`config.mk`:
```
export PLATFORM = sky130hd
export DESIGN_NAME = instr_fifo_writer
export DESIGN_NICKNAME = d
export VERILOG_FILES = /design/src/rtl/instr_fifo_writer.sv
export SDC_FILE = /design/constraint.sdc
export NUM_CORES = 1
export LEC_CHECK = 0
export ABC_CLOCK_PERIOD_IN_PS = 11400
export CAP_MARGIN = 20
export CORE_ASPECT_RATIO = 0.9
export CORE_UTILIZATION = 50
export CTS_BUF_LIST = sky130_fd_sc_hd__clkbuf_4
export DETAILED_ROUTE_END_ITERATION = 12
export PLACE_DENSITY_LB_ADDON = 0.25
export SYNTH_ARGS = -nofsm -noshare
export SYNTH_HDL_FRONTEND = slang
export SYNTH_SLANG_ARGS = --single-unit
```
`constraint.sdc`:
```
create_clock -name clk -period 11.4 [get_ports clk]
set_clock_uncertainty 0.1 [all_clocks]
set_input_delay 2.28 -clock clk [delete_from_list [all_inputs] [get_ports clk]]
set_output_delay 2.28 -clock clk [all_outputs]
set_load 0.02 [all_outputs]
```
`src/rtl/instr_fifo_writer.sv`:
```
// Host-side producer for the video processor instruction FIFO: edge-detects start, screens
// the opcode, buffers DEPTH instructions and drains them under wrfull. Optional counter: VP_INSTR_COUNT_EN.
module instr_fifo_writer #(
    parameter int unsigned DEPTH = 4
) (
    input  logic        clk,
    input  logic        reset,
    input  logic [31:0] in_dataA,
    input  logic [31:0] in_dataB,
    input  logic        start,
    input  logic        wrfull,
    input  logic        clear_flags,
    output logic [31:0] out_dataA,
    output logic [31:0] out_dataB,
    output logic        wrreq,
    output logic        busy,
    output logic        overflow,
    output logic        bad_opcode,
    output logic [15:0] instr_count
);

    localparam int unsigned PW = (DEPTH > 1) ? $clog2(DEPTH) : 1;
    localparam int unsigned CW = PW + 1;

    typedef struct packed {
        logic [31:0] data_a;
        logic [31:0] data_b;
    } instr_t;

    instr_t          mem_q [DEPTH];
    logic [PW-1:0]   wr_ptr_q, wr_ptr_d;
    logic [PW-1:0]   rd_ptr_q, rd_ptr_d;
    logic [CW-1:0]   count_q, count_d;
    logic            start_q;
    logic            overflow_q, overflow_d;
    logic            bad_opcode_q, bad_opcode_d;

    logic            submit_c;
    logic            op_ok_c;
    logic            full_c;
    logic            pop_c;
    logic            push_c;

    // Next-state: pointers, occupancy and sticky error flags
    always_comb begin
        submit_c     = start & ~start_q;
        op_ok_c      = (in_dataA[3:2] == 2'b00);
        full_c       = (count_q == CW'(DEPTH));
        pop_c        = (count_q != '0) & ~wrfull;
        push_c       = submit_c & op_ok_c & (~full_c | pop_c);

        wr_ptr_d     = wr_ptr_q;
        rd_ptr_d     = rd_ptr_q;
        count_d      = count_q;
        overflow_d   = overflow_q;
        bad_opcode_d = bad_opcode_q;

        if (push_c) wr_ptr_d = wr_ptr_q + PW'(1);
        if (pop_c)  rd_ptr_d = rd_ptr_q + PW'(1);

        case ({push_c, pop_c})
            2'b10:   count_d = count_q + CW'(1);
            2'b01:   count_d = count_q - CW'(1);
            default: count_d = count_q;
        endcase

        // A new error in the same cycle as clear_flags leaves the flag set
        if (clear_flags) begin
            overflow_d   = 1'b0;
            bad_opcode_d = 1'b0;
        end
        if (submit_c & op_ok_c & full_c & ~pop_c) overflow_d   = 1'b1;
        if (submit_c & ~op_ok_c)                  bad_opcode_d = 1'b1;
    end

    always_ff @(posedge clk or posedge reset) begin
        if (reset) begin
            wr_ptr_q     <= '0;
            rd_ptr_q     <= '0;
            count_q      <= '0;
            start_q      <= 1'b0;
            overflow_q   <= 1'b0;
            bad_opcode_q <= 1'b0;
        end else begin
            wr_ptr_q     <= wr_ptr_d;
            rd_ptr_q     <= rd_ptr_d;
            count_q      <= count_d;
            start_q      <= start;
            overflow_q   <= overflow_d;
            bad_opcode_q <= bad_opcode_d;
        end
    end

    always_ff @(posedge clk or posedge reset) begin
        if (reset) begin
            for (int unsigned i = 0; i < DEPTH; i++) mem_q[i] <= '0;
        end else if (push_c) begin
            mem_q[wr_ptr_q] <= '{data_a: in_dataA, data_b: in_dataB};
        end
    end

    // Write port is driven straight from the buffer head so wrfull gates wrreq in-cycle
    assign wrreq      = pop_c;
    assign busy       = (count_q != '0);
    assign out_dataA  = mem_q[rd_ptr_q].data_a;
    assign out_dataB  = mem_q[rd_ptr_q].data_b;
    assign overflow   = overflow_q;
    assign bad_opcode = bad_opcode_q;

`ifdef VP_INSTR_COUNT_EN
    logic [15:0] instr_count_q;

    always_ff @(posedge clk or posedge reset) begin
        if (reset)      instr_count_q <= '0;
        else if (pop_c) instr_count_q <= instr_count_q + 16'd1;
    end

    assign instr_count = instr_count_q;
`else
    assign instr_count = 16'h0000;
`endif

endmodule
```
==> reports/qor_table.md, run 1 <==
| Stage | Quantity | Value |
|---|---|---|
| run status | Result of the run | complete, no violations |
| placed design | Placer's final routability congestion estimate | 0.685 |
| worst hold path | Hold Path Class | reg2reg |
| clocking | Clock sink count | 266 |
| worst setup path | CP Launch Type | input port |
| final layout | Share of post-route cells with drive strength above 1 | 0.491 |
| clocking | Clock slew seen by the registers of the worst setup and hold paths | 0.06 ns |
| floorplan | Cell Rows | 53 |
| worst setup path | WS Path Type | in2out |
| global route | Grt met1 use | 0.256 |
| clocking | Number of buffers inserted by hold repair at cts | 0 |
| clocking | CTS Root Cell | clkbuf_4 |
| global route | Grt peak-use layer | met2 |
| timing | Final Setup Violations | 0 |
| route | Vias per std cell | 5.42 |
| route | Total via count in the routed design | 6595 |
| floorplan | Top-Level Pins | 153 |
| global route | GRT Resource Usage Total | 0.204 |
| worst setup path | Required time of the critical path | 9.02 ns |
| route | Aggregate routed wire length | 23200 µm |
| power and ir drop | Pwr dens | 282 mW/mm² |
| worst setup path | Cell depth of the worst flop-to-flop path | 4 |
| worst setup path | Critical Path End Type | output port |
| global route | Met3 Resource Use GR | 0.0553 |
| worst setup path | Reg2reg start | count_q[0] |
| synth | Average footprint of a synthesized cell | 17.4 µm² |
| worst setup path | Highest cell delay on the worst timing path | 0.67 ns |
| synth | Cell taking the most area after synthesis | dfrtp_1 |
| final layout | Area delta synth->final | 19.8% |
| floorplan | Die span in y | 148 µm |
| clocking | Number of clock buffers inserted by TritonCTS | 73 |
| worst setup path | Worst reg2reg setup slack | 8.62 ns |
| worst hold path | Worst Hold Launch | mem_q[162] |
| timing | Final WS setup | 5.35 ns |
| route | Starting DRC count in detailed routing | 256 |
| timing | Tcrit/Tclk final | 0.531 |
| route | DRT antenna net count | 0 |
| route | Pre-Repair DR Iteration Count | 4 |
| power and ir drop | Max VDD drop | 0.153 mV |
| timing | Final number of hold-violating endpoints | 0 |
| clocking | Clock tree from TritonCTS | yes |
| power and ir drop | Leakage power | 0.00656 µW |
| placed design | HPWL after detailed placement | 13500 µm |
| global route | Antenna violations before repair | 1 |
| synth | Area contributors post-synth | dfrtp_1, mux2_2, mux4_2, mux2_4, buf_6 |
| worst setup path | Highest fanout seen on the critical path | 3 |
| route | DRC viols | 0 |
| clocking | Count of buffers added by post-CTS timing repair for setup | 0 |
| timing | Least-Margin Pin Slew | 1.12 ns |
| synth | Area fraction of the dominant cell type after synthesis | 0.563 |
| worst setup path | Critical-path cell list | clkdlybuf4s50_1 -> nor2_1 -> clkdlybuf4s50_1 |
| power and ir drop | Post-layout power | 3990 µW |
| placed design | Number of buffers inserted by port buffering | 136 |
| timing | Setup TNS | 0 ns |
| floorplan | Die Outline Area | 0.0243 mm² |
| synth | Cell area after synthesis | 0.0118 mm² |
| clocking | Number of H-tree branching levels | 3 |
| global route | Wire length of the first global-routing pass | 38100 µm |
| floorplan | Effective utilization at floorplan | 0.508 |
| worst setup path | Crit path max-delay cell type | clkdlybuf4s50_1 |
| timing | Setup repair after global routing missed its margin | no |
| final layout | Post-layout net count | 935 |
| global route | Vias in the first global route | 7505 |
| global route | Remaining global-route overflow | 0 |
| final layout | Commonest cells after routing, fill and taps aside | dfrtp_1, mux2_2, clkdlybuf4s50_1, clkbuf_4, mux4_2 |
| clocking | Post-CTS resize count | 0 |
| timing | Count of pins over their slew limit | 0 |
| synth | Flops & latches, synth | 266 |
| worst setup path | Cell with the most instances on the worst path | clkdlybuf4s50_1 |
| global route | Met2 capacity usage during global routing | 0.334 |
| placed design | Setup slack at placement | 5.39 ns |
| worst setup path | CP Data Arrival Time | 3.67 ns |
| timing | Relative slew slack | 0.256 |
| floorplan | Die W | 164 µm |
| global route | Pin count of the biggest net entering global routing | 133 |
| flow run | Max capacitance violation total | 0 |
| worst hold path | Cells on Worst Hold Path | 1 |
| timing | FMAX | 165 MHz |
| floorplan | Core area | 0.0233 mm² |
| synth | Portion of the post-synthesis area used by sequential elements | 0.563 |
| final layout | Most common cell after layout, fill and taps aside | dfrtp_1 |
| clocking | Buffers from clock root to sink, at most | 3 |
| worst setup path | Worst R2R End | mem_q[95] |
| synth | Synthesis warning total | 0 |
| route | Routed length per instance | 19.1 µm |
| timing | Final critical-path required period | 6.05 ns |
| synth | Post-synthesis cell type count | 26 |
| synth | Number of instances in the synthesized netlist | 681 |
| clocking | Clock latency on the worst-skew pair | 0.64 ns |
| worst hold path | End of the worst hold path | mem_q[162] |
## critical path: cells and delay by family
kind / cells / cell delay, ns
buffers and inverters: 2 / 1.12
and+or+nand+nor: 1 / 0.27
## report_power, final
| part | switching, µW | leakage (µW) | total (µW) | internal (µW) |
|---|---|---|---|---|
| clock network | 370 | 0.000550 | 822 | 452 |
| registers | 252 | 0.00343 | 1590 | 1340 |
| logic | 634 | 0.00258 | 1580 | 942 |
## synth_stat cells
library cell / instances
and2_1: 8
buf_1: 4
buf_2: 7
buf_4: 16
buf_6: 24
clkbuf_1: 4
conb_1: 1
dfrtp_1: 266
fa_1: 1
ha_1: 5
inv_1: 11
mux2_2: 228
mux2_4: 21
mux2i_1: 1
mux4_2: 64
nand2_1: 1
nand3_4: 4
nand4bb_1: 1
nor2_1: 3
nor3_1: 1
nor3b_1: 1
nor4b_4: 1
o22ai_1: 1
o32ai_1: 1
xnor2_1: 2
xor2_1: 4
## how the worst max path moves through the flow
stage / from / to / slack (ns) / depth (start not counted)
floorplan: reset / bad_opcode / 1.69 / 1
global placement: wrfull / wrreq / 5.42 / 3
detailed placement: wrfull / wrreq / 5.39 / 3
CTS: wrfull / wrreq / 5.36 / 3
global route: rd_ptr_q[0] / out_dataA[28] / 5.30 / 3
finish: wrfull / wrreq / 5.35 / 3
## metrics by stage
| step | hold WS [ns] | cells | area [µm²] | utilization |
|---|---|---|---|---|
| floorplan | 0.348 | 696 | 11900 | - |
| global placement | 0.363 | 1086 | 13200 | 0.568 |
| detailed placement | 0.366 | 1086 | 13200 | 0.568 |
| CTS | 0.386 | 1213 | 14100 | 0.608 |
| global route | 0.404 | 1216 | 14200 | 0.609 |
| finish | 0.381 | 1216 | 14200 | 0.609 |
## sequential cells by signal (all words and copies together) (netlist names)
| name | cells |
|---|---|
| mem_q | 256 |
| start_q | 1 |
| rd_ptr_q | 2 |
| count_q | 3 |
| bad_opcode | 1 |
| wr_ptr_q | 2 |
| overflow | 1 |
## logic make-up after synthesis
group,count (synthesis),share of synthesized area
simple gates,20,0.0154
fa+ha+maj,6,0.00698
other cells,1,0.000317
flops,266,0.563
compound gates,2,0.00127
buf+inv,66,0.0420
xor+xnor,6,0.00444
mux,314,0.367
## routing by layer
layer / vias up / routed length, µm
met5: - / 0
met4: 0 / 515
met3: 43 / 1190
met2: 153 / 11800
met1: 3503 / 9760
li1: 2896 / -
## cell type report
class	count	area (µm²)
fillers	1748	9110
flip-flops and latches	266	6660
multi-input cells	364	4730
repair buffers	144	1430
clock buffers	114	856
well taps	302	378
clock inverters	13	56.3
inverters	11	48.8
diodes	2	5.00
(Power assumes the default switching activity.)
==> inputs of run 2 (changes only) <==
ABC_CLOCK_PERIOD_IN_PS = 5200   (was 11400)
clock period = 5.2 ns   (was 11.4 ns; I/O delays follow)
==> run 2 against run 1 <==
  * Worst hold slack improved by 0.0067 ns
  * Global-route usage rose by 0.90 points
  * Non-clock buffer count rose by 4
  * Core utilization fell by 0.30 points
  * Total power rose by 120%
==> reports/qor_table.md, run 2 (synthesis gave the netlist of run 1 again) <==
| Stage | Quantity | Value | Delta |
|---|---|---|---|
| timing | Least-Margin Pin Slew | 1.05 ns | -0.0677 ns |
| final layout | Post-layout net count | 935 | unchanged |
| final layout | Commonest cells after routing, fill and taps aside | dfrtp_1, mux2_2, clkdlybuf4s50_1, clkbuf_4, mux4_2 |  |
| route | Starting DRC count in detailed routing | 236 | -7.8% |
| clocking | Clock tree from TritonCTS | yes |  |
| global route | GRT Resource Usage Total | 0.213 | +0.00898 |
| route | Routed length per instance | 20.4 µm | +6.6% |
| clocking | Post-CTS resize count | 0 | unchanged |
| final layout | Largest register by flop count | mem_q |  |
| global route | Vias in the first global route | 7571 | +0.88% |
| floorplan | Die Outline Area | 0.0243 mm² | unchanged |
| route | Aggregate routed wire length | 24400 µm | +5.2% |
| run status | Result of the run | complete, no violations |  |
| timing | Worst hold-check slack | 0.388 ns | +0.00667 ns |
| placed design | Placer's final routability congestion estimate | 0.720 | +5.1% |
| clocking | CTS Root Cell | clkbuf_4 |  |
| final layout | Number of flip-flops under the largest register name | 256 | unchanged |
| timing | Tcrit/Tclk final | 0.798 |  |
| final layout | Share of post-route cells with drive strength above 1 | 0.487 | -0.00405 |
| placed design | Placed instance count | 1091 | +0.46% |
| global route | Remaining global-route overflow | 0 | unchanged |
| worst setup path | CP Launch Type | flip-flop |  |
| clocking | Number of H-tree branching levels | 3 | unchanged |
| global route | Wire length of the first global-routing pass | 39600 µm | +3.8% |
| worst setup path | WS Path Type | reg2out |  |
| route | Total via count in the routed design | 6599 | +0.061% |
| clocking | Clock sink count | 266 | unchanged |
| global route | Antenna violations before repair | 2 | +1 |
| floorplan | Cell Rows | 53 | unchanged |
| worst setup path | Buf/Inv on CP | 2 | unchanged |
| power and ir drop | Net switching component of the power | 2760 µW | +120% |
| timing | Final number of hold-violating endpoints | 0 | unchanged |
| floorplan | Die W | 164 µm | unchanged |
| worst setup path | Highest cell delay on the worst timing path | 0.83 ns | +0.16 ns |
| route | DRT antenna net count | 0 | unchanged |
| worst hold path | Hold Path Class | reg2reg |  |
| floorplan | Core area | 0.0233 mm² | unchanged |
| worst setup path | CP Data Arrival Time | 3.01 ns | -0.66 ns |
| power and ir drop | Clock share of power | 0.193 | -0.013 |
| power and ir drop | Comb power frac | 0.399 | +0.004 |
| power and ir drop | Post-layout power | 8660 µW | +120% |
| worst setup path | Critical Path End Type | output port |  |
| placed design | HPWL after detailed placement | 15100 µm | +12% |
| clocking | Clock latency on the worst-skew pair | 0.63 ns | about the same |
| placed design | Number of buffers inserted by port buffering | 136 | unchanged |
| final layout | Most common cell after layout, fill and taps aside | dfrtp_1 |  |
| clocking | Clock slew seen by the registers of the worst setup and hold paths | 0.06 ns | about the same |
| final layout | Final Util | 0.606 | -0.00301 |
| worst setup path | Highest fanout seen on the critical path | 28 | +25 |
| final layout | Final cell count without fillers | 1200 | -1.3% |
| clocking | Buffers from clock root to sink, at most | 3 | unchanged |
| clocking | Number of buffers inserted by hold repair at cts | 0 | unchanged |
| power and ir drop | Max VDD drop | 0.528 mV | +240% |
| floorplan | Effective utilization at floorplan | 0.508 | unchanged |
| final layout | Filler instances | 1747 | -0.057% |
| power and ir drop | Share of power burned in registers | 0.408 | +0.009 |
| timing | Setup TNS | 0 ns | unchanged |
| power and ir drop | Fraction of power spent switching nets | 0.318 | +0.00333 |
| worst setup path | Critical-path cell list | buf_4 -> mux4_2 -> clkdlybuf4s50_1 |  |
| power and ir drop | P_int | 5900 µW | +120% |
| flow run | Max capacitance violation total | 0 | unchanged |
| floorplan | Die span in y | 148 µm | unchanged |
| final layout | Registers with the highest flip-flop counts | mem_q (256), count_q (3) |  |
| power and ir drop | Leakage power | 0.00652 µW | -0.69% |
| clocking | Count of buffers added by post-CTS timing repair for setup | 0 | unchanged |
| final layout | Area delta synth->final | 19.2% |  |
| worst setup path | Cell family with most CP delay | buffers and inverters |  |
| timing | Final Setup Violations | 0 | unchanged |
| timing | FMAX | 241 MHz |  |
| worst setup path | Required time of the critical path | 4.06 ns | -4.96 ns |
| timing | Setup repair after global routing missed its margin | no |  |
| clocking | Number of clock buffers inserted by TritonCTS | 69 | -5.5% |
| timing | Count of pins over their slew limit | 0 | unchanged |
| route | Vias per std cell | 5.50 | +1.4% |
| power and ir drop | Pwr dens | 614 mW/mm² | +120% |
| global route | Pin count of the biggest net entering global routing | 121 | -9.0% |
| floorplan | Top-Level Pins | 153 | unchanged |
| route | Pre-Repair DR Iteration Count | 4 | unchanged |
| timing | Final critical-path required period | 4.15 ns |  |
| worst setup path | Crit path max-delay cell type | dfrtp_4 |  |
| route | DRC viols | 0 | unchanged |
| timing | Relative slew slack | 0.301 | +0.0451 |
run 2: changes by cell type in the layout (fill, tap and decap cells not counted), moves of 2 or more:
cell and delta:
clkinv_1 -4, buf_4 +2, inv_2 -3, buf_12 +2, clkbuf_4 -11
run 2: cell type report:
cell class | instances | area, µm² | share of cell area
clock inverter | 5 | 20.0 | 0.00142
timing repair buffer | 148 | 1490 | 0.106
clock buffer | 103 | 773 | 0.0548
multi-input combinational | 364 | 4730 | 0.335
inverter | 11 | 45.0 | 0.00319
tap | 302 | 378 | 0.0268
sequential | 266 | 6660 | 0.473
antenna | 1 | 2.50 | 0.000177
run 2: worst paths after layout:
check                       startpoint             to  slack, ns  depth (start not counted)
max in group asynchronous        reset      mem_q[35]       3.05                          3
min                         mem_q[226]     mem_q[226]       0.39                          1
min reg2reg                 mem_q[226]     mem_q[226]       0.39                          1
max                        rd_ptr_q[0]  out_dataB[28]       1.05                          3
min in group asynchronous        reset     mem_q[170]       0.85                          2
max reg2reg                    start_q      mem_q[71]       2.41                          4
run 2: power by group through the flow:
stage | registers, µW | logic (µW) | clock network [µW]
2_1_floorplan | 3240 | 2470 | 0
3_3_place_gp | 3480 | 3400 | 0
3_5_place_dp | 3580 | 3490 | 0
4_1_cts | 3540 | 3500 | 1740
5_1_grt | 3660 | 3660 | 1840
6_report | 3530 | 3460 | 1670
run 2: per-layer routing:
metal	track usage	up-vias	routed length, µm
li1	-	2877	-
met1	0.266	3498	10200
met2	0.352	178	12400
met3	0.0578	44	1290
met4	0.0843	2	534
met5	0	-	17
run 2: stage by stage:
step / setup slack [ns] / cell area, µm²
2_1_floorplan: 0.549 / 11900
3_3_place_gp: 1.27 / 13300
3_5_place_dp: 1.20 / 13300
4_1_cts: 0.940 / 14100
5_1_grt: 0.865 / 14100
6_report: 1.05 / 14100
